`config.mk`:
```
export PLATFORM = sky130hd
export DESIGN_NAME = kj_sync_tx_flat
export DESIGN_NICKNAME = d
export VERILOG_FILES = /design/src/rtl/kj_sync_tx_pkg.sv /design/src/rtl/kj_sync_tx_if.sv /design/src/rtl/kj_sync_tx_shift_out.sv /design/src/rtl/kj_sync_tx.sv /design/src/flat_wrapper.sv
export SDC_FILE = /design/constraint.sdc
export NUM_CORES = 1
export LEC_CHECK = 0
export ABC_AREA = 1
export BUFFER_PORTS_ARGS = -buffer_cell sky130_fd_sc_hd__buf_2
export CAP_MARGIN = 20
export CELL_PAD_IN_SITES_DETAIL_PLACEMENT = 1
export CELL_PAD_IN_SITES_GLOBAL_PLACEMENT = 2
export CORE_UTILIZATION = 35
export DETAILED_ROUTE_END_ITERATION = 16
export GPL_ROUTABILITY_DRIVEN = 0
export PLACE_DENSITY = 0.77
export SYNTH_ARGS = -nofsm -noshare
export SYNTH_HDL_FRONTEND = slang
export SYNTH_SLANG_ARGS = --single-unit
```
`constraint.sdc`:
```
create_clock -name clk -period 3.3 [get_ports clk]
set_input_delay 0.33 -clock clk [delete_from_list [all_inputs] [get_ports clk]]
set_output_delay 0.33 -clock clk [all_outputs]
set_load 0.1 [all_outputs]
```
`src/rtl/kj_sync_tx_pkg.sv`:
```
// ---------------------------------------------------------------------------
// kj_sync_tx_pkg
// Shared definitions for both ends of the K/J sync link: symbol codes
// ({k,j} pairs), FSM state encoding, the default preamble, and a helper that
// sizes the phase counter.
// ---------------------------------------------------------------------------
package kj_sync_tx_pkg;

    // Symbol codes as {k, j}. 2'b11 is never driven.
    localparam logic [1:0] SYM_K    = 2'b10;
    localparam logic [1:0] SYM_J    = 2'b01;
    localparam logic [1:0] SYM_IDLE = 2'b00;

    // Default preamble, sent MSB first (1 = K, 0 = J).
    localparam int              DEF_SYNC_LEN = 6;
    localparam logic [5:0]      DEF_SYNC_PAT = 6'b101011;

    typedef enum logic [1:0] {
        ST_IDLE = 2'd0,
        ST_SYNC = 2'd1,
        ST_DATA = 2'd2,
        ST_GAP  = 2'd3
    } state_t;

    // Width of a counter that can hold the longest phase length.
    function automatic int cnt_width(input int a, input int b, input int c);
        int m;
        m = a;
        if (b > m) m = b;
        if (c > m) m = c;
        return $clog2(m + 1);
    endfunction

endpackage

```
`src/rtl/kj_sync_tx_if.sv`:
```
// ---------------------------------------------------------------------------
// kj_sync_tx_if
// Request / symbol bundle of the K/J transmitter.
//   start, payload, inject_err : frame request side (driven by master)
//   out_k, out_j, out_en       : serial symbol lines (driven by slave)
//   busy, done                 : frame status (driven by slave)
// ---------------------------------------------------------------------------
interface kj_sync_tx_if #(
    parameter int PAYLOAD_W = 8
);
    logic                 start;
    logic [PAYLOAD_W-1:0] payload;
    logic                 inject_err;
    logic                 out_k;
    logic                 out_j;
    logic                 out_en;
    logic                 busy;
    logic                 done;

    modport master (
        output start, payload, inject_err,
        input  out_k, out_j, out_en, busy, done
    );

    modport slave (
        input  start, payload, inject_err,
        output out_k, out_j, out_en, busy, done
    );
endinterface

```
`src/rtl/kj_sync_tx_shift_out.sv`:
```
// ---------------------------------------------------------------------------
// kj_sync_tx_shift_out
// Loadable LSB-first shift register holding the frame payload.
//   clk   : rising-edge clock
//   load  : capture din (has priority over shift)
//   shift : move toward the LSB by one bit
//   din   : parallel payload
//   lsb   : current bit to transmit
// Holds data only, so it carries no reset.
// ---------------------------------------------------------------------------
module kj_sync_tx_shift_out #(
    parameter int PAYLOAD_W = 8
) (
    input  logic                 clk,
    input  logic                 load,
    input  logic                 shift,
    input  logic [PAYLOAD_W-1:0] din,
    output logic                 lsb
);
    logic [PAYLOAD_W-1:0] sh_p0;

    always_ff @(posedge clk) begin
        if (load) begin
            sh_p0 <= din;
        end else if (shift) begin
            sh_p0 <= sh_p0 >> 1;
        end
    end

    assign lsb = sh_p0[0];
endmodule

```
`src/rtl/kj_sync_tx.sv`:
```
// ---------------------------------------------------------------------------
// kj_sync_tx
// Transmit side of the K/J sync link. Each accepted start sends a preamble
// (SYNC_PAT, MSB first), then PAYLOAD_W payload bits LSB first, then GAP_CYC
// idle cycles, and pulses done.
//   clk : rising-edge clock
//   rst : asynchronous active-high reset
//   bus : kj_sync_tx_if.slave (start/payload/inject_err in; symbols, busy,
//         done out; all outputs registered)
// The FSM runs one cycle ahead of the output registers: the state seen in a
// cycle decides the symbol shown in the next one. That is why the FSM returns
// to IDLE one cycle before done shows, which lets a start held high be taken
// on the same edge that raises done.
// ---------------------------------------------------------------------------
module kj_sync_tx
    import kj_sync_tx_pkg::*;
#(
    parameter int                    SYNC_LEN  = DEF_SYNC_LEN,
    parameter logic [SYNC_LEN-1:0]   SYNC_PAT  = SYNC_LEN'(DEF_SYNC_PAT),
    parameter int                    PAYLOAD_W = 8,
    parameter int                    GAP_CYC   = 2
) (
    input  logic       clk,
    input  logic       rst,
    kj_sync_tx_if.slave bus
);
    localparam int CNT_W = cnt_width(SYNC_LEN, PAYLOAD_W, GAP_CYC);
    localparam logic [CNT_W-1:0] SYNC_LAST = CNT_W'(SYNC_LEN - 1);
    localparam logic [CNT_W-1:0] DATA_LAST = CNT_W'(PAYLOAD_W - 1);
    localparam logic [CNT_W-1:0] GAP_LAST  = CNT_W'((GAP_CYC > 0) ? GAP_CYC - 1 : 0);

    state_t           state_p0, state_nxt;
    logic [CNT_W-1:0] cnt_p0, cnt_nxt;
    logic             err_p0;
    logic             load, shift, data_bit, pre_bit;
    logic [1:0]       sym_nxt;
    logic             en_nxt;
    logic             k_p1, j_p1, en_p1, busy_p1, done_p1;

    kj_sync_tx_shift_out #(.PAYLOAD_W(PAYLOAD_W)) u_shift (
        .clk   (clk),
        .load  (load),
        .shift (shift),
        .din   (bus.payload),
        .lsb   (data_bit)
    );

    // Preamble bit for the current count, MSB first.
    always_comb begin
        pre_bit = 1'b0;
        for (int i = 0; i < SYNC_LEN; i++) begin
            if (cnt_p0 == CNT_W'(SYNC_LEN - 1 - i)) pre_bit = SYNC_PAT[i];
        end
    end

    // Stage p0: FSM state and phase counter
    always_ff @(posedge clk or posedge rst) begin
        if (rst) begin
            state_p0 <= ST_IDLE;
            cnt_p0   <= '0;
        end else begin
            state_p0 <= state_nxt;
            cnt_p0   <= cnt_nxt;
        end
    end

    // Error flag is only read after a load, so it needs no reset.
    always_ff @(posedge clk) begin
        if (load) err_p0 <= bus.inject_err;
    end

    always_comb begin
        state_nxt = state_p0;
        cnt_nxt   = cnt_p0;
        load      = 1'b0;
        shift     = 1'b0;
        sym_nxt   = SYM_IDLE;
        en_nxt    = 1'b0;
        case (state_p0)
            ST_IDLE: begin
                if (bus.start) begin
                    state_nxt = ST_SYNC;
                    cnt_nxt   = '0;
                    load      = 1'b1;
                end
            end
            ST_SYNC: begin
                en_nxt = 1'b1;
                // Injected error flips only the final preamble symbol.
                if ((pre_bit ^ (err_p0 && (cnt_p0 == SYNC_LAST))) == 1'b1) sym_nxt = SYM_K;
                else sym_nxt = SYM_J;
                if (cnt_p0 == SYNC_LAST) begin
                    state_nxt = ST_DATA;
                    cnt_nxt   = '0;
                end else begin
                    cnt_nxt = cnt_p0 + 1'b1;
                end
            end
            ST_DATA: begin
                en_nxt  = 1'b1;
                sym_nxt = data_bit ? SYM_K : SYM_J;
                shift   = 1'b1;
                if (cnt_p0 == DATA_LAST) begin
                    state_nxt = (GAP_CYC == 0) ? ST_IDLE : ST_GAP;
                    cnt_nxt   = '0;
                end else begin
                    cnt_nxt = cnt_p0 + 1'b1;
                end
            end
            ST_GAP: begin
                if (cnt_p0 == GAP_LAST) begin
                    state_nxt = ST_IDLE;
                    cnt_nxt   = '0;
                end else begin
                    cnt_nxt = cnt_p0 + 1'b1;
                end
            end
            default: begin
                state_nxt = ST_IDLE;
                cnt_nxt   = '0;
            end
        endcase
    end

    // Stage p1: registered outputs
    always_ff @(posedge clk or posedge rst) begin
        if (rst) begin
            k_p1    <= 1'b0;
            j_p1    <= 1'b0;
            en_p1   <= 1'b0;
            busy_p1 <= 1'b0;
            done_p1 <= 1'b0;
        end else begin
            k_p1    <= sym_nxt[1];
            j_p1    <= sym_nxt[0];
            en_p1   <= en_nxt;
            busy_p1 <= (state_p0 != ST_IDLE);
            // First cycle back in IDLE after a frame; a reset clears busy, so
            // an aborted frame never produces done.
            done_p1 <= busy_p1 && (state_p0 == ST_IDLE);
        end
    end

    assign bus.out_k  = k_p1;
    assign bus.out_j  = j_p1;
    assign bus.out_en = en_p1;
    assign bus.busy   = busy_p1;
    assign bus.done   = done_p1;
endmodule

```
`src/flat_wrapper.sv`:
```
// flat-port wrapper written by rule: the top's interface ports become plain ports
module kj_sync_tx_flat import kj_sync_tx_pkg::*;
#(
    parameter int                    SYNC_LEN  = DEF_SYNC_LEN,
    parameter logic [SYNC_LEN-1:0]   SYNC_PAT  = SYNC_LEN'(DEF_SYNC_PAT),
    parameter int                    PAYLOAD_W = 8,
    parameter int                    GAP_CYC   = 2
)
  (clk, rst, bus_start, bus_payload, bus_inject_err, bus_out_k, bus_out_j, bus_out_en, bus_busy, bus_done);
  kj_sync_tx_if #(.PAYLOAD_W(PAYLOAD_W)) bus_i ();
  input  logic clk;
  input  logic rst;
  input wire logic [$bits(bus_i.start)-1:0] bus_start;
  input wire logic [$bits(bus_i.payload)-1:0] bus_payload;
  input wire logic [$bits(bus_i.inject_err)-1:0] bus_inject_err;
  output wire logic [$bits(bus_i.out_k)-1:0] bus_out_k;
  output wire logic [$bits(bus_i.out_j)-1:0] bus_out_j;
  output wire logic [$bits(bus_i.out_en)-1:0] bus_out_en;
  output wire logic [$bits(bus_i.busy)-1:0] bus_busy;
  output wire logic [$bits(bus_i.done)-1:0] bus_done;
  assign bus_i.start = bus_start;
  assign bus_i.payload = bus_payload;
  assign bus_i.inject_err = bus_inject_err;
  assign bus_out_k = bus_i.out_k;
  assign bus_out_j = bus_i.out_j;
  assign bus_out_en = bus_i.out_en;
  assign bus_busy = bus_i.busy;
  assign bus_done = bus_i.done;
  kj_sync_tx #(.SYNC_LEN(SYNC_LEN), .SYNC_PAT(SYNC_PAT), .PAYLOAD_W(PAYLOAD_W), .GAP_CYC(GAP_CYC)) u_core (.clk(clk), .rst(rst), .bus(bus_i));
endmodule
```
==> tab_implementation.tex, run 1 <==
\begin{tabular}{lr}
\hline
Metric & Value \\
\hline
\multicolumn{2}{l}{\textbf{Outcome}} \\
\quad Result of the run & finished, final reports clean \\
\multicolumn{2}{l}{\textbf{Clock network}} \\
\quad Buffer depth of the longest clock path & 2 \\
\quad Clock Root Buffer & clkbuf\_4 \\
\quad \# clock sinks & 20 \\
\quad CTS Buf Count & 3 \\
\quad Count of H-tree levels built during CTS & 1 \\
\quad Clock tree from TritonCTS & done \\
\quad Total of hold buffers inserted after clock tree synthesis & 0 \\
\quad Number of setup buffers added after CTS & 0 \\
\quad Clock latency at the later pin of the worst-skew pair & 0.30 ns \\
\quad Count of instances resized after the clock tree is built & 0 \\
\quad Reg clk slew, reported paths & 0.12 ns \\
\multicolumn{2}{l}{\textbf{Run}} \\
\quad Max\_cap viols & 0 \\
\multicolumn{2}{l}{\textbf{Route}} \\
\quad Via density & 4.60 \\
\quad Wirelength, routed & 2.13 mm \\
\quad DRC violation count after routing & 0 \\
\quad 1st-pass router iterations & 3 \\
\quad Detailed-route via count & 787 \\
\quad Post-DRT Antenna Nets & 0 \\
\quad Number of design-rule violations left by the first detailed-router iteration & 28 \\
\quad Per-cell routed wire length & 12.4 µm \\
\multicolumn{2}{l}{\textbf{Layout}} \\
\quad Largest registers & u\_core.u\_shift.sh\_p0 x8, u\_core.cnt\_p0 x4, u\_core.state\_p0 x2 \\
\quad Combined area of the multi-input logic cells & 459 µm² \\
\quad Seq. cell area & 546 µm² \\
\quad Fin nets & 162 \\
\quad Number of flip-flops under the largest register name & 8 \\
\quad Core occupancy in the finished layout & 0.432 \\
\quad Largest register by flop count & u\_core.u\_shift.sh\_p0 \\
\quad Fill cell total of the finished layout & 349 \\
\quad Antenna Cells & 0 \\
\quad Area Growth Syn to Fin & 14.6\% \\
\quad Share of cells above drive strength 1 & 0.243 \\
\multicolumn{2}{l}{\textbf{Logic synthesis}} \\
\quad Portion of the post-synthesis area used by sequential elements & 0.512 \\
\quad Warning count from the yosys run & 0 \\
\quad Top cell type by total area after synthesis & dfrtp\_1 \\
\quad Post-synth design cell area & 1070 µm² \\
\quad Synthesized area per cell & 8.88 µm² \\
\quad Net count after synthesis & 141 \\
\quad Top cell type's share of synthesized area & 0.258 \\
\quad Gate count after technology mapping & 120 \\
\quad Dominant cells by area after synthesis & dfrtp\_1 26\%, edfxtp\_1 25\%, nand2\_1 15\% \\
\quad Yosys reg bits & 20 \\
\quad Synth unique cells & 21 \\
\multicolumn{2}{l}{\textbf{Power and ir drop}} \\
\quad Ratio of total power to cell area & 1050 nW/µm² \\
\quad Standby leakage power & 0.000623 µW \\
\quad Highest ir drop seen on vdd & 0.350 mV \\
\multicolumn{2}{l}{\textbf{Critical path}} \\
\quad Largest fanout on the critical path & 10 \\
\quad Category of the worst setup path capture point & flop \\
\quad Reg-to-reg setup timing slack & 1.56 ns \\
\quad Crit path required time & 3.37 ns \\
\quad Element type at the critical path start & flop \\
\quad Critical register-to-register path startpoint & u\_core.state\_p0[0] \\
\quad Setup crit start & u\_core.state\_p0[0] \\
\quad Critical path start-end classification & flop to flop \\
\quad Arrival time at the worst endpoint & 1.81 ns \\
\quad Endpoint of the worst register-to-register path & u\_core.u\_shift.sh\_p0[5] \\
\quad Count of cells along the worst register-to-register path & 6 \\
\multicolumn{2}{l}{\textbf{STA}} \\
\quad Final period util & 0.528 \\
\quad Final setup violation count & 0 \\
\quad Final-report hold violation count & 0 \\
\quad Setup TNS & 0 ns \\
\quad Clock period minus worst slack & 1.74 ns \\
\quad Worst setup skew after layout & 0.00513 ns \\
\quad Slew at the pin closest to its max-slew limit & 0.489 ns \\
\quad Setup repair after global routing missed its margin & no \\
\quad Worst-case headroom to the max-slew limit & 0.676 \\
\quad Count of pins over their slew limit & 0 \\
\quad Fmax & 0.574 GHz \\
\multicolumn{2}{l}{\textbf{Floorplan}} \\
\quad Core area & 2830 µm² \\
\quad Initial standard-cell utilization of the core & 0.377 \\
\quad Die width & 57.2 µm \\
\quad Die span in y & 57.2 µm \\
\quad Number of ports placed on the die boundary & 17 \\
\quad Number of rows in the core area & 19 \\
\quad DIE AREA & 3270 µm² \\
\multicolumn{2}{l}{\textbf{Hold path}} \\
\quad Class of the most critical hold timing path & input port to async pin \\
\multicolumn{2}{l}{\textbf{GRT}} \\
\quad Maximum number of pins on one net before global-route repair & 12 \\
\quad Vias in the first global route & 839 \\
\quad Grt total ovfl & 0 \\
\quad Gr usage total & 0.157 \\
\quad First-pass GRT wire length & 3.89 mm \\
\quad Number of antenna violations at the first check in global routing & 0 \\
\multicolumn{2}{l}{\textbf{Placed design}} \\
\quad Half-perimeter wire length after detailed placement & 1.70 mm \\
\quad Port Buffer Count & 16 \\
\hline
\end{tabular}
critical path, cell delays in order (launching register included):
cell      delay, ns
dfrtp_1        0.42
inv_1          0.09
ha_1           0.23
nand2_1        0.28
clkinv_1       0.31
nand2_1        0.13
nand2_1        0.05
cell usage after synthesis:
| library cell | number |
|---|---|
| clkinv_2 | 1 |
| o21ai_0 | 1 |
| nand3_1 | 3 |
| o21ai_2 | 1 |
| o21ai_1 | 4 |
| ha_1 | 9 |
| nor2_2 | 1 |
| inv_1 | 13 |
| or2_2 | 1 |
| nand3_2 | 1 |
| nor2_4 | 1 |
| inv_2 | 1 |
| dfrtp_1 | 11 |
| nand2_1 | 43 |
| xor2_1 | 1 |
| a21oi_2 | 1 |
| a21oi_1 | 5 |
| nand2_2 | 6 |
| edfxtp_1 | 9 |
| clkinv_1 | 1 |
| nor2_1 | 6 |
routing by layer:
layer | wire length, µm | track usage | up-vias | share of wire
li1 | - | - | 411 | -
met3 | 48 | 0.0272 | 4 | 0.023
met1 | 982 | 0.182 | 360 | 0.46
met4 | 22 | 0.0418 | 0 | 0.010
met2 | 1070 | 0.296 | 12 | 0.50
met5 | 0 | 0 | - | 0
stage by stage:
stage | hold slack [ns] | total power [µW] | worst slack [ns] | cell area (µm²) | cells
3_3_place_gp | 0.355 | 1140 | 1.64 | 1180 | 167
4_1_cts | 0.0193 | 1310 | 1.51 | 1220 | 171
3_5_place_dp | 0.366 | 1160 | 1.54 | 1180 | 167
6_report | 0.00625 | 1280 | 1.56 | 1220 | 171
5_1_grt | 0.0246 | 1400 | 1.37 | 1220 | 171
2_1_floorplan | 0.182 | 999 | 1.85 | 1070 | 120
worst max path at each step:
stage,slack [ns],depth (start not counted),end
after global placement,1.64,6,u_core.u_shift.sh_p0[0]
after global routing,1.37,6,u_core.u_shift.sh_p0[6]
final,1.56,6,u_core.u_shift.sh_p0[5]
after CTS,1.51,6,u_core.u_shift.sh_p0[3]
after floorplan,1.85,6,u_core.u_shift.sh_p0[0]
after detailed placement,1.54,6,u_core.u_shift.sh_p0[5]
cell families after synthesis:
logic type / share of synthesized area
fa+ha+maj: 0.106
buf+inv: 0.0575
xor+xnor: 0.00822
simple gates: 0.254
flops: 0.512
compound gates: 0.0634
cell usage in the layout, fill, tap and decap left out:
| cell type | n |
|---|---|
| nand3_2 | 1 |
| nor2_2 | 1 |
| nand2_2 | 6 |
| clkinv_2 | 1 |
| edfxtp_1 | 9 |
| clkbuf_8 | 1 |
| inv_2 | 1 |
| nor2_4 | 1 |
| ha_1 | 9 |
| o21ai_2 | 1 |
| buf_2 | 16 |
| nand2_1 | 43 |
| dfrtp_1 | 11 |
| a21oi_2 | 1 |
| clkinv_1 | 1 |
| clkbuf_4 | 3 |
| o21ai_1 | 4 |
| or2_2 | 1 |
| nor2_1 | 6 |
| nand3_1 | 3 |
| a21oi_1 | 5 |
| o21ai_0 | 1 |
| inv_1 | 13 |
| xor2_1 | 1 |
final cells by class:
type                            instances  area share
Sequential cell                        20       0.447
Multi-Input combinational cell         84       0.376
Timing Repair Buffer                   16      0.0656
Inverter                               16      0.0502
Tap cell                               31      0.0318
Clock buffer                            4      0.0297
power by group:
group | switching (µW) | internal, µW | total (µW)
sequential | 50.6 | 398 | 449
clock | 79.3 | 67.3 | 147
combinational | 508 | 178 | 687
No activity file was read; power rests on OpenSTA's default activity.
==> inputs of run 2 (changes only) <==
- CORE_UTILIZATION: 35 -> 30
- PLACE_DENSITY: 0.77 -> 0.7
- clock period: 3.3 -> 1.45 ns (I/O delays scaled with it)
==> tab_implementation.tex, run 2 (synthesis results as in run 1) <==
\begin{tabular}{lr}
\hline
Metric & Value \\
\hline
\multicolumn{2}{l}{\textbf{Outcome}} \\
\quad Result of the run & finished, final reports clean \\
\multicolumn{2}{l}{\textbf{GRT}} \\
\quad Gr usage total & 0.134 (-0.0225) \\
\quad Number of antenna violations at the first check in global routing & 0 (unchanged) \\
\quad Vias in the first global route & 840 (+0.12\%) \\
\quad Maximum number of pins on one net before global-route repair & 12 (unchanged) \\
\quad First-pass GRT wire length & 3.64 mm (-6.6\%) \\
\quad Grt total ovfl & 0 (unchanged) \\
\multicolumn{2}{l}{\textbf{Layout}} \\
\quad Number of flip-flops under the largest register name & 8 (unchanged) \\
\quad Top library cells by usage in the layout, fill and taps aside & 41 x nand2\_1, 16 x buf\_2, 11 x inv\_1, 10 x dfrtp\_1, 9 x edfxtp\_1 \\
\quad Largest register by flop count & u\_core.u\_shift.sh\_p0 \\
\quad Most frequent standard cell in the layout excluding fill and tap cells & nand2\_1 \\
\quad Final Non-Filler Cells & 196 (+15\%) \\
\quad Share of cells above drive strength 1 & 0.340 (+0.0971) \\
\quad Area Growth Syn to Fin & 26.2\% \\
\quad Fin nets & 172 (+6.2\%) \\
\quad Largest registers & u\_core.u\_shift.sh\_p0 x8, u\_core.cnt\_p0 x4, u\_core.state\_p0 x2 \\
\quad Antenna Cells & 0 (unchanged) \\
\multicolumn{2}{l}{\textbf{STA}} \\
\quad Final setup violation count & 0 (unchanged) \\
\quad Count of pins over their slew limit & 0 (unchanged) \\
\quad Final period util & 0.930 (+0.402) \\
\quad Fmax & 0.742 GHz (+29\%) \\
\quad Clock period minus worst slack & 1.35 ns (-0.393 ns) \\
\quad Worst setup skew after layout & 0.00217 ns (-0.00296 ns) \\
\quad Worst-case headroom to the max-slew limit & 0.678 (+0.00226) \\
\quad Final-report hold violation count & 0 (unchanged) \\
\quad Slew at the pin closest to its max-slew limit & 0.486 ns (-0.00342 ns) \\
\quad Setup repair after global routing missed its margin & no \\
\quad Setup TNS & 0 ns (unchanged) \\
\multicolumn{2}{l}{\textbf{Power and ir drop}} \\
\quad Ratio of total power to cell area & 2260 nW/µm² (+120\%) \\
\quad Pwr Total & 3040 µW (+140\%) \\
\quad Highest ir drop seen on vdd & 0.560 mV (+60\%) \\
\quad Standby leakage power & 0.000666 µW (+6.9\%) \\
\multicolumn{2}{l}{\textbf{Clock network}} \\
\quad Clock Root Buffer & clkbuf\_4 \\
\quad Reg clk slew, reported paths & 0.11 ns (about the same) \\
\quad Clock tree from TritonCTS & done \\
\quad Clock latency at the later pin of the worst-skew pair & 0.30 ns (about the same) \\
\quad Buffer depth of the longest clock path & 2 (unchanged) \\
\quad \# clock sinks & 20 (unchanged) \\
\quad Count of H-tree levels built during CTS & 1 (unchanged) \\
\quad CTS Buf Count & 3 (unchanged) \\
\multicolumn{2}{l}{\textbf{Placed design}} \\
\quad Total instance count after detailed placement & 189 (+13\%) \\
\quad Port Buffer Count & 16 (unchanged) \\
\quad Half-perimeter wire length after detailed placement & 1.81 mm (+6.4\%) \\
\multicolumn{2}{l}{\textbf{Route}} \\
\quad Via density & 4.30 (-6.7\%) \\
\quad Per-cell routed wire length & 10.9 µm (-12\%) \\
\quad DRC violation count after routing & 0 (unchanged) \\
\quad Number of design-rule violations left by the first detailed-router iteration & 30 (+7.1\%) \\
\quad Detailed-route via count & 842 (+7.0\%) \\
\quad 1st-pass router iterations & 4 (+1) \\
\quad Post-DRT Antenna Nets & 0 (unchanged) \\
\quad Wirelength, routed & 2.14 mm (+0.66\%) \\
\multicolumn{2}{l}{\textbf{Floorplan}} \\
\quad Initial standard-cell utilization of the core & 0.317 (-0.0599) \\
\quad DIE AREA & 3800 µm² (+16\%) \\
\quad Die width & 61.6 µm (+7.7\%) \\
\quad Number of ports placed on the die boundary & 17 (unchanged) \\
\quad Core area & 3360 µm² (+19\%) \\
\quad Die span in y & 61.6 µm (+7.7\%) \\
\quad Number of rows in the core area & 21 (+2) \\
\multicolumn{2}{l}{\textbf{Critical path}} \\
\quad Critical path start-end classification & flop to flop \\
\quad Count of cells along the worst register-to-register path & 9 (+3) \\
\quad Crit path required time & 1.68 ns (-1.69 ns) \\
\quad Reg-to-reg setup timing slack & 0.10 ns (-1.46 ns) \\
\quad Arrival time at the worst endpoint & 1.58 ns (-0.23 ns) \\
\quad Element type at the critical path start & flop \\
\quad Endpoint of the worst register-to-register path & u\_core.cnt\_p0[0] \\
\quad Critical register-to-register path startpoint & u\_core.state\_p0[1] \\
\quad Largest fanout on the critical path & 3 (-7) \\
\quad Category of the worst setup path capture point & flop \\
\multicolumn{2}{l}{\textbf{Hold path}} \\
\quad Worst Hold Launch & bus\_payload[0] \\
\quad Class of the most critical hold timing path & input port to flop \\
\quad Hold worst-path end & u\_core.u\_shift.sh\_p0[0] \\
\quad Worst Hold Path Cells & 3 \\
\multicolumn{2}{l}{\textbf{Run}} \\
\quad Max\_cap viols & 0 (unchanged) \\
\hline
\end{tabular}
[run 2: worst max path at each step]
stage,start,to,depth (start not counted)
finish,u_core.state_p0[1],u_core.cnt_p0[0],9
global placement,u_core.cnt_p0[1],u_core.state_p0[1],9
detailed placement,u_core.state_p0[0],u_core.u_shift.sh_p0[0],4
floorplan,u_core.state_p0[0],u_core.u_shift.sh_p0[0],4
global route,u_core.cnt_p0[1],u_core.bus.out_k,10
CTS,u_core.state_p0[0],u_core.state_p0[0],8
[run 2: routing by layer]
| layer | share of wire | up-vias | GRT usage |
|---|---|---|---|
| li1 | - | 433 | - |
| met3 | 0.020 | 4 | 0.0252 |
| met1 | 0.41 | 394 | 0.144 |
| met5 | 0 | - | 0 |
| met4 | 0.018 | 0 | 0.0667 |
| met2 | 0.55 | 11 | 0.250 |
[run 2: cell type report]
| class | instances | area (µm²) |
|---|---|---|
| multi-input cells | 84 | 489 |
| fillers | 422 | 2020 |
| inverters | 16 | 65.1 |
| repair buffers | 26 | 160 |
| well taps | 46 | 57.6 |
| clock inverters | 1 | 3.75 |
| clock buffers | 3 | 22.5 |
| flip-flops and latches | 20 | 547 |
[run 2: where the power goes]
group / internal [µW] / leakage, µW / switching (µW)
clock network: 100 / 0.0000154 / 167
registers: 907 / 0.000227 / 111
logic: 551 / 0.000424 / 1210
total: 1560 / 0.000666 / 1490
[run 2: worst max-delay path, cell delays in order, from the launching register on]
cell	delay, ns
dfrtp_1	0.41
inv_1	0.08
buf_4	0.12
ha_1	0.20
nand2_2	0.08
nand2_2	0.07
clkinv_2	0.06
nand2_1	0.07
nand2_2	0.07
a21oi_2	0.12
[run 2: repair_timing]
action | in CTS | in global routing
resized for setup | 1 | 11
setup buffers | 0 | 1
endpoints found under the hold margin | 12 | 0
hold buffers | 2 | 0
gates cloned | 0 | 0
setup endpoints to repair | 8 | 15
[run 2: per-stage QoR]
step / setup slack, ns / hold slack (ns) / instance area (µm²) / util
after floorplan: 0.0291 / -0.00256 / 1070 / -
after detailed placement: 0.0103 / 0.178 / 1260 / 0.374
after CTS: 0.0129 / 0.0912 / 1310 / 0.388
final: 0.102 / 0.104 / 1350 / 0.400
after global routing: 0.00443 / 0.0965 / 1350 / 0.400
after global placement: 0.0660 / 0.166 / 1260 / 0.374
==> inputs of run 3 (changes only) <==
- PLACE_DENSITY: 0.7 -> unset
- PLACE_DENSITY_LB_ADDON: unset -> 0.1
==> tab_implementation.tex, run 3 (synthesis results as in run 1) <==
\begin{tabular}{lr}
\hline
Metric & Value \\
\hline
\multicolumn{2}{l}{\textbf{Critical path}} \\
\quad Category of the worst setup path capture point & flop \\
\quad Worst-path cell chain & inv\_2 -> ha\_1 -> inv\_1 -> nand2\_1 -> nand2\_1 -> nand2\_1 -> nand2\_1 -> nand2\_1 -> nand3\_1 -> a21oi\_1 \\
\quad Element type at the critical path start & flop \\
\quad Largest fanout on the critical path & 4 (+1) \\
\quad Endpoint of the worst register-to-register path & u\_core.bus.out\_k \\
\quad Standard cell with the maximum stage delay on the critical path & dfrtp\_2 \\
\quad Cell type with the highest occurrence count on the critical path & nand2\_1 \\
\quad Critical path start-end classification & flop to flop \\
\quad Crit path required time & 1.68 ns (about the same) \\
\quad Count of cells along the worst register-to-register path & 10 (+1) \\
\quad Reg-to-reg setup timing slack & 0.11 ns (about the same) \\
\quad Arrival time at the worst endpoint & 1.57 ns (about the same) \\
\quad Critical register-to-register path startpoint & u\_core.cnt\_p0[0] \\
\quad Worst path max stage delay & 0.46 ns (+0.05 ns) \\
\multicolumn{2}{l}{\textbf{Run}} \\
\quad Max\_cap viols & 0 (unchanged) \\
\multicolumn{2}{l}{\textbf{Layout}} \\
\quad Fill cell total of the finished layout & 438 (+3.8\%) \\
\quad Share of cells above drive strength 1 & 0.333 (-0.00667) \\
\quad Top library cells by usage in the layout, fill and taps aside & 42 x nand2\_1, 16 x buf\_2, 10 x inv\_1, 10 x dfrtp\_1, 9 x edfxtp\_1 \\
\quad Number of flip-flops under the largest register name & 8 (unchanged) \\
\quad Most frequent standard cell in the layout excluding fill and tap cells & nand2\_1 \\
\quad Antenna Cells & 0 (unchanged) \\
\quad Final instance area & 1330 µm² (-0.93\%) \\
\quad Largest register by flop count & u\_core.u\_shift.sh\_p0 \\
\quad Fin nets & 172 (unchanged) \\
\quad Final Non-Filler Cells & 196 (unchanged) \\
\quad Largest registers & u\_core.u\_shift.sh\_p0 x8, u\_core.cnt\_p0 x4, u\_core.state\_p0 x2 \\
\quad Area Growth Syn to Fin & 25.0\% \\
\multicolumn{2}{l}{\textbf{Floorplan}} \\
\quad Number of ports placed on the die boundary & 17 (unchanged) \\
\quad Number of rows in the core area & 21 (unchanged) \\
\quad DIE AREA & 3800 µm² (unchanged) \\
\quad Die width & 61.6 µm (unchanged) \\
\quad Die span in y & 61.6 µm (unchanged) \\
\quad Initial standard-cell utilization of the core & 0.317 (unchanged) \\
\quad Core area & 3360 µm² (unchanged) \\
\multicolumn{2}{l}{\textbf{Route}} \\
\quad 1st-pass router iterations & 2 (-2) \\
\quad Wirelength, routed & 2.23 mm (+3.9\%) \\
\quad Post-DRT Antenna Nets & 0 (unchanged) \\
\quad DRC violation count after routing & 0 (unchanged) \\
\quad Via density & 4.34 (+0.95\%) \\
\quad Per-cell routed wire length & 11.4 µm (+3.9\%) \\
\quad Detailed-route via count & 850 (+0.95\%) \\
\quad Number of design-rule violations left by the first detailed-router iteration & 8 (-73\%) \\
\multicolumn{2}{l}{\textbf{GRT}} \\
\quad Number of antenna violations at the first check in global routing & 0 (unchanged) \\
\quad First-pass GRT wire length & 3.76 mm (+3.4\%) \\
\quad Grt total ovfl & 0 (unchanged) \\
\quad Gr usage total & 0.138 (+0.00325) \\
\quad Vias in the first global route & 884 (+5.2\%) \\
\quad Maximum number of pins on one net before global-route repair & 12 (unchanged) \\
\multicolumn{2}{l}{\textbf{Outcome}} \\
\quad Result of the run & finished, final reports clean \\
\multicolumn{2}{l}{\textbf{Hold path}} \\
\quad Hold worst-path end & u\_core.u\_shift.sh\_p0[2] \\
\quad Worst Hold Path Cells & 3 (unchanged) \\
\quad Class of the most critical hold timing path & input port to flop \\
\quad Worst Hold Launch & bus\_payload[2] \\
\multicolumn{2}{l}{\textbf{Placed design}} \\
\quad Port Buffer Count & 16 (unchanged) \\
\quad Placed Area & 1260 µm² (+0.60\%) \\
\quad Minimum setup slack after placement & -0.0299 ns (-0.0402 ns) \\
\quad Total instance count after detailed placement & 190 (+0.53\%) \\
\quad Half-perimeter wire length after detailed placement & 1.82 mm (+0.95\%) \\
\multicolumn{2}{l}{\textbf{STA}} \\
\quad Count of pins over their slew limit & 0 (unchanged) \\
\quad Setup WS post-layout & 0.113 ns (+0.0109 ns) \\
\quad Setup repair after global routing missed its margin & yes \\
\quad Final setup violation count & 0 (unchanged) \\
\quad Final period util & 0.922 (-0.00753) \\
\quad Worst setup skew after layout & 0.00119 ns (-0.000981 ns) \\
\quad Fmax & 0.748 GHz (+0.82\%) \\
\quad Final-report hold violation count & 0 (unchanged) \\
\quad Worst-case headroom to the max-slew limit & 0.680 (+0.00172) \\
\quad Slew at the pin closest to its max-slew limit & 0.483 ns (-0.00260 ns) \\
\quad Clock period minus worst slack & 1.34 ns (-0.0109 ns) \\
\quad Setup TNS & 0 ns (unchanged) \\
\multicolumn{2}{l}{\textbf{Clock network}} \\
\quad Clock Root Buffer & clkbuf\_4 \\
\quad Clock tree from TritonCTS & done \\
\quad Reg clk slew, reported paths & 0.11 ns (about the same) \\
\quad Clock latency at the later pin of the worst-skew pair & 0.29 ns (about the same) \\
\quad \# clock sinks & 20 (unchanged) \\
\quad Buffer depth of the longest clock path & 2 (unchanged) \\
\quad Count of H-tree levels built during CTS & 1 (unchanged) \\
\quad CTS Buf Count & 3 (unchanged) \\
\multicolumn{2}{l}{\textbf{Power and ir drop}} \\
\quad Ratio of total power to cell area & 2270 nW/µm² (+0.17\%) \\
\quad Standby leakage power & 0.000664 µW (-0.31\%) \\
\quad Pwr Total & 3020 µW (-0.76\%) \\
\quad Highest ir drop seen on vdd & 0.818 mV (+46\%) \\
\hline
\end{tabular}
-- run 3: metal layers --
metal | track usage | routed length [µm] | vias to the layer above
met3 | 0.0294 | 52 | 6
met5 | 0 | 0 | -
li1 | - | - | 432
met2 | 0.266 | 1220 | 12
met1 | 0.143 | 896 | 400
met4 | 0.0540 | 53 | 0
-- run 3: report_power, final --
group / internal (µW) / switching [µW] / total [µW]
clock: 100 / 164 / 264
combinational: 530 / 1210 / 1740
sequential: 908 / 109 / 1020
total: 1540 / 1480 / 3020
-- run 3: cell type report --
class                           count  area, µm²  area share
Timing Repair Buffer               26        160       0.120
Clock inverter                      1       3.75     0.00282
Sequential cell                    20        547       0.410
Multi-Input combinational cell     84        479       0.360
Inverter                           16       62.6      0.0469
Tap cell                           46       57.6      0.0432
Clock buffer                        3       22.5      0.0169
-- run 3: worst max path at each step --
stage                        from                      end  slack [ns]  depth (start not counted)
2_1_floorplan  u_core.state_p0[0]  u_core.u_shift.sh_p0[0]        0.03                          4
3_3_place_gp   u_core.state_p0[0]  u_core.u_shift.sh_p0[0]        0.02                          4
3_5_place_dp   u_core.state_p0[0]  u_core.u_shift.sh_p0[7]       -0.03                          4
4_1_cts          u_core.cnt_p0[1]       u_core.state_p0[0]        0.02                          9
5_1_grt        u_core.state_p0[0]       u_core.state_p0[1]       -0.01                          8
6_report         u_core.cnt_p0[0]         u_core.bus.out_k        0.11                         10
-- run 3: critical path, delay by kind of cell, from the launching register on --
| kind | cells | cell delay [ns] |
|---|---|---|
| flip-flops | 1 | 0.46 |
| AND/OR/NAND/NOR | 6 | 0.34 |
| adder cells (fa/ha/maj) | 1 | 0.19 |
| buffers and inverters | 2 | 0.16 |
| AO/OA/AOI/OAI | 1 | 0.12 |
-- run 3: what timing repair did --
item,CTS,global route
hold buffers,2,0
endpoints found under the hold margin,12,0
buffers inserted,0,0
resized for setup,1,8
setup endpoints to repair,8,15
-- run 3: stage by stage --
step                hold slack [ns]  utilization
global route                  0.107        0.396
finish                        0.105        0.396
detailed placement            0.178        0.376
CTS                          0.0861        0.391
global placement              0.165        0.376
floorplan                  -0.00256            -
